===== config.mk =====
export PLATFORM = sky130hd
export DESIGN_NAME = stream_fifo
export DESIGN_NICKNAME = d
export VERILOG_FILES = /design/src/rtl/stream_fifo.sv
export SDC_FILE = /design/constraint.sdc
export NUM_CORES = 1
export LEC_CHECK = 0
export ABC_CLOCK_PERIOD_IN_PS = 2450
export CAP_MARGIN = 0
export CORE_AREA = 10 10 138 115
export DETAILED_ROUTE_END_ITERATION = 16
export DIE_AREA = 0 0 148 125
export PLACE_DENSITY = 0.67
export SLEW_MARGIN = 20
export SYNTH_ARGS = -nofsm -noshare
export SYNTH_HDL_FRONTEND = slang
export SYNTH_SLANG_ARGS = --single-unit
export TNS_END_PERCENT = 100

===== constraint.sdc =====
create_clock -name clk -period 2.45 [get_ports clk]
set_clock_uncertainty 0.05 [all_clocks]
set_input_delay 0.3675 -clock clk [delete_from_list [all_inputs] [get_ports clk]]
set_output_delay 0.3675 -clock clk [all_outputs]
set_load 0.05 [all_outputs]

===== src/rtl/stream_fifo.sv =====
// rtl/stream_fifo.sv - valid/ready stream buffer; optional fall-through via STREAM_FIFO_FALLTHROUGH_EN
module stream_fifo #(
    parameter int DATA_WIDTH = 32,
    parameter int DEPTH      = 4,
    localparam int CW        = $clog2(DEPTH + 1)
) (
    input  logic                  clk,
    input  logic                  rst_ni,
    input  logic [DATA_WIDTH-1:0] in_data,
    input  logic                  in_valid,
    output logic                  in_ready,
    output logic [DATA_WIDTH-1:0] out_data,
    output logic                  out_valid,
    input  logic                  out_ready,
    output logic [CW-1:0]         level
);

    // Pointer width; DEPTH >= 2 keeps this at least one bit.
    localparam int PW = $clog2(DEPTH);

    localparam logic [PW-1:0] LAST_IDX = PW'(DEPTH - 1);
    localparam logic [CW-1:0] FULL_CNT = CW'(DEPTH);

    logic [DATA_WIDTH-1:0] mem [DEPTH];
    logic [PW-1:0]         wr_ptr;
    logic [PW-1:0]         rd_ptr;
    logic [CW-1:0]         count;

    logic                  full;
    logic                  stored_valid;
    logic                  bypass;
    logic                  push;
    logic                  pop;

    // Pointers wrap explicitly so DEPTH need not be a power of two.
    function automatic logic [PW-1:0] next_ptr(input logic [PW-1:0] p);
        if (p == LAST_IDX) begin
            return '0;
        end
        return p + PW'(1);
    endfunction

    assign full         = (count == FULL_CNT);
    assign stored_valid = (count != '0);

    // Ready depends only on occupancy, never on the consumer side.
    assign in_ready = rst_ni & ~full;

`ifdef STREAM_FIFO_FALLTHROUGH_EN
    // An empty buffer presents the producer word directly; if the consumer
    // takes it in the same cycle the word never touches storage.
    assign bypass = rst_ni & ~stored_valid & in_valid & out_ready;

    // Head-of-queue selection: stored word first, else the live input word.
    always_comb begin
        out_valid = 1'b0;
        out_data  = '0;
        if (stored_valid) begin
            out_valid = 1'b1;
            out_data  = mem[rd_ptr];
        end else if (rst_ni && in_valid) begin
            out_valid = 1'b1;
            out_data  = in_data;
        end
    end
`else
    assign bypass = 1'b0;

    // Head-of-queue selection: only stored words are ever presented.
    always_comb begin
        out_valid = stored_valid;
        out_data  = '0;
        if (stored_valid) begin
            out_data = mem[rd_ptr];
        end
    end
`endif

    assign push  = in_valid & in_ready & ~bypass;
    assign pop   = stored_valid & out_ready;
    assign level = count;

    // Storage write; contents are deliberately left unreset.
    always_ff @(posedge clk) begin
        if (push) begin
            mem[wr_ptr] <= in_data;
        end
    end

    // Pointer and occupancy bookkeeping with synchronous reset.
    always_ff @(posedge clk) begin
        if (!rst_ni) begin
            wr_ptr <= '0;
            rd_ptr <= '0;
            count  <= '0;
        end else begin
            if (push) begin
                wr_ptr <= next_ptr(wr_ptr);
            end
            if (pop) begin
                rd_ptr <= next_ptr(rd_ptr);
            end
            case ({push, pop})
                2'b10:   count <= count + CW'(1);
                2'b01:   count <= count - CW'(1);
                default: count <= count;
            endcase
        end
    end

endmodule


==> Yosys cells after proc, flatten, opt, wreduce, memory -nomap -nowiden <==
Memories as Yosys holds them, arrays and structs flattened. A register that Yosys moved wholly into a read port is not among the register bits.
Index checks and enable logic that the tools add are counted.
{ "op_classes": {"addsub": 4, "n_eq_ne": 5, "mux": 16, "n_bitwise": 4, "reduce_logical": 2} }
{ "op_table": {"columns": ["cell", "count"], "rows": [
  ["$mux W32", 1],
  ["$mux W2", 6],
  ["$mux W1", 8],
  ["$eq A2 B2 Y1 const B", 3],
  ["$pmux W3 S2", 1],
  ["$add A2 B1 Y2 const B", 2],
  ["$add A3 B1 Y3 const B", 1],
  ["$and A1 B1 Y1", 3],
  ["$eq A3 B3 Y1 const B", 1],
  ["$reduce_bool A3 Y1", 1],
  ["$sub A3 B1 Y3 const B", 1],
  ["$eq A2 B1 Y1 const B", 1],
  ["$reduce_bool A2 Y1", 1],
  ["$not A1 Y1", 1]
]} }
{ "word_totals": {"register_bits": 7, "mem_bits_rw": 128, "in_bits": 36, "output_inout_bits": 37, "wordCells": 35, "n_memories": 1} }
{ "mem_list": {"columns": ["name", "words", "width", "rd", "rd_clocked_by_memory_dff", "wr", "line_no", "text"], "rows": [
  ["mem", 4, 32, 1, 1, 1, "24", "logic [DATA_WIDTH-1:0] mem [DEPTH];"]
]} }

==> Logic depth before layout (Yosys ltp) <==
{ "logic_depth": {"depth_word": 7, "depth_mapped": 9, "mapped_depth_nobuf": 9} }

==> Least setup slack after synthesis <==
No wires, ideal clock.
{ "synth_path": {"path_type": "register to output", "from": "register count[0], in the netlist level[0]", "to": "output port out_data[22]", "arrival_ns": 2.089, "required_time_ns": 2.033, "slack_ns": -0.056, "path_stages_with_launch": 5, "path_buffers": 2, "path_cell_list": "dfxtp_1 -> or3_1 -> buf_2 -> clkbuf_1 -> and2_1"} }
{ "synth_via": {"elab_chain_len": 2} }
{ "synth_rtl": {"columns": ["element", "line_no", "text"], "rows": [
  ["start, declared", "27", "logic [CW-1:0] count;"],
  ["start signal, assigned", "104", "2'b10: count <= count + CW'(1);"],
  ["start signal, assigned", "105", "2'b01: count <= count - CW'(1);"],
  ["start signal, assigned", "106", "default: count <= count;"],
  ["$reduce_bool A3 Y1", "44", "assign stored_valid = (count != '0);"],
  ["net out_valid", "13", "output logic out_valid,"],
  ["$mux W32", "73", "if (stored_valid) begin"],
  ["end, declared", "12", "output logic [DATA_WIDTH-1:0] out_data,"]
]} }
The timed path passes the listed nets, and every way through them passes these cells.

==> run metrics <==
number of global-route vias before repair=2949; hold depth=2; antenna cells=0; WP data arrival=1.91 ns; post-route cell area=0.007084 mm2; clk_lat worst skew=0.40 ns; GRT overflow=0; sequential fraction of the synthesis area=0.7493; status=finished clean; CTS clk-pin slew, worst paths=0.05 ns; Num CTS Buffers=17; synth unique cells=26; wire per inst=18.86 um; min-delay src=rd_ptr[0]$_SDFFE_PN0P_; startpoint types=register; Tightest Pin Transition=0.5054 ns; setup violators final=0; FF+latch count, synth=137; period utilization=0.9486; R2R setup slack=0.39 ns; placed cell area=0.006500 mm2; IO Port Bufs=72; min Tclk post-route=2.324 ns; Crit Path Max Fanout=16; # fillers=1070; largest net degree at the start of global routing=35; Power Dens Cells=1185 mW/mm2; final wirelength=10300 um; Final nets=396; leak pwr=2.380 nW; DP HPWL=6281 um; CP endpoint kind=output pin; initial core utilization=0.4063; placeable core area=0.01322 mm2; R2R cell count=8; Max H-tree Level=4; global-route wire length before repair=16330 um; cells after synthesis=258; Die Area=0.01850 mm2; R2R Path End=level[2]$_SDFFE_PN0P_; Slew HR=0.6620; DRC Markers=0; die width=148 um; max-slew violations=0; initial DRC count=157; Netlist Area Pre-Place=0.005370 mm2; Yosys warnings=0; WS Path Type=reg -> out; row count=38; worst IR drop on VDD=0.5798 mV; proportion of synthesized area in mux cells=0.1412; Tightest Hold Check Type=reg -> reg; Pre-antenna DRT Iters=4; Mapped Avg Cell Area=20.81 um2; DR vias=2641; CTS root buffer=clkbuf_16; unrepaired setup endpoints after global routing=false; Post-Synth XOR/XNOR Area=0.003262; Synth Net Count=301; Max Cap Viol=0; adder-cell share of the synthesized area=0.01771; GPL Wtd Cong=0.7083; Max clock buf depth=2; post-synthesis simple-gate area fraction=0.05732; Layout area overhead=31.92%; initial antenna violation count=0; fmax=0.4303 GHz; Synth Area in Compound Gates=0.006524; hold_buf cts=0; Reg-to-Reg Start=level[0]$_SDFFE_PN0P_; Routed Antenna Nets=0; largest family of logic cells by synthesized area=multiplexers; fraction of layout cells with a size suffix above 1=0.3197; # IOs=73; Setup TNS Final=0 ns; Total GRT Usage=0.1144; Fin. Hold Viols=0; TritonCTS clock tree=done; Via density=4.837; critical path required time=2.03 ns; DIE HEIGHT=125 um; clock sinks=137
## registers in the layout, summed over array words and instances, names as in the netlist, named ones only
name and flops:
wr_ptr 2, mem 128, level 3, rd_ptr 2
## where the power goes
| part | switching (mW) | total [mW] | internal, mW |
|---|---|---|---|
| Clock | 0.962 | 2.27 | 1.30 |
| Sequential | 0.0789 | 2.83 | 2.75 |
| Combinational | 1.89 | 3.30 | 1.41 |
| Total | 2.93 | 8.40 | 5.46 |
## layout make-up
| cell class | count | area, um2 | share of cell area |
|---|---|---|---|
| well taps | 180 | 225.2 | 0.03179 |
| inverters | 7 | 26.28 | 0.003709 |
| clock buffers | 20 | 436.7 | 0.06164 |
| clock inverters | 12 | 95.09 | 0.01342 |
| flip-flops and latches | 137 | 4029 | 0.5687 |
| multi-input cells | 102 | 1219 | 0.1720 |
| repair buffers | 88 | 1054 | 0.1487 |
## cells by family after synthesis
logic type,after synthesis
simple gates,52
fa+ha+maj,7
compound gates,6
flops,137
mux,35
buf+inv,19
xor+xnor,2
## critical path, stage by stage (launching register included)
cell and delay, ns:
dfxtp_4 0.40, clkbuf_16 0.23, mux4_2 0.50, and2_1 0.21, buf_12 0.16
## layout by cell type (no fill, tap or decap), types with 2 or more instances in the layout
cell type and count:
clkinv_4 3, and2_2 4, ha_1 6, clkbuf_16 19, inv_6 2, mux2i_1 3, inv_1 7, edfxtp_1 128
clkinv_2 2, buf_4 27, nand2_1 7, buf_12 21, and2_1 34, mux4_2 30, o21ai_0 2, mux4_1 2
or3_1 2, clkdlybuf4s50_1 38, clkinvlp_4 4, a21boi_0 2, clkbuf_1 3, dfxtp_1 7
## stage by stage
stage | setup WS [ns] | std cells | hold slack [ns] | util | power, mW
6_report | 0.1259 | 546 | 0.4413 | 0.5360 | 8.395
3_3_place_gp | 0.1348 | 512 | 0.4329 | 0.4918 | 6.125
3_5_place_dp | 0.09168 | 512 | 0.4360 | 0.4918 | 6.142
2_1_floorplan | 0.03184 | 258 | 0.4097 | - | 4.943
4_1_cts | 0.001305 | 544 | 0.4432 | 0.5320 | 8.433
5_1_grt | 0.05137 | 546 | 0.4634 | 0.5360 | 8.784
## metal layers
| layer | global-route usage | share of wire | vias up |
|---|---|---|---|
| met5 | 0 | 0 | - |
| met4 | 0.04191 | 0.0065 | 0 |
| met3 | 0.04326 | 0.056 | 8 |
| met2 | 0.1861 | 0.50 | 62 |
| met1 | 0.1359 | 0.44 | 1363 |
| li1 | - | - | 1208 |
## repair_timing
item,in CTS,in global routing
buffers inserted,0,0
endpoints found under the setup margin,0,4
resized for setup,0,1
## synth_stat cells
master,count,area share
xnor2_1,1,0.0016
nor3b_1,1,0.0014
or3_1,2,0.0023
and2_4,1,0.0016
dfxtp_1,9,0.034
ha_1,6,0.014
mux4_1,2,0.0098
xor2_1,1,0.0016
buf_6,1,0.0021
mux4_2,30,0.13
a21boi_0,2,0.0028
a21oi_1,1,0.00093
nand3_1,1,0.00093
edfxtp_1,128,0.72
inv_1,7,0.0049
nand2_1,7,0.0049
and2_1,38,0.044
buf_2,4,0.0037
o21ai_1,1,0.00093
clkbuf_1,4,0.0028
fa_1,1,0.0037
nor2_1,1,0.00070
buf_12,3,0.011
or2_2,1,0.0012
o21ai_0,2,0.0019
mux2i_1,3,0.0056
## worst max-delay path by stage
stage,from,to,slack (ns),depth (start not counted)
finish,register,out_data[20],0.13,4
floorplan,level[0]$_SDFFE_PN0P_,level[2]$_SDFFE_PN0P_,0.03,9
global route,register,out_data[10],0.05,4
detailed placement,out_ready,level[2]$_SDFFE_PN0P_,0.09,8
global placement,out_ready,level[2]$_SDFFE_PN0P_,0.13,8
CTS,register,out_data[0],0.001,4
(Power assumes the default switching activity.)
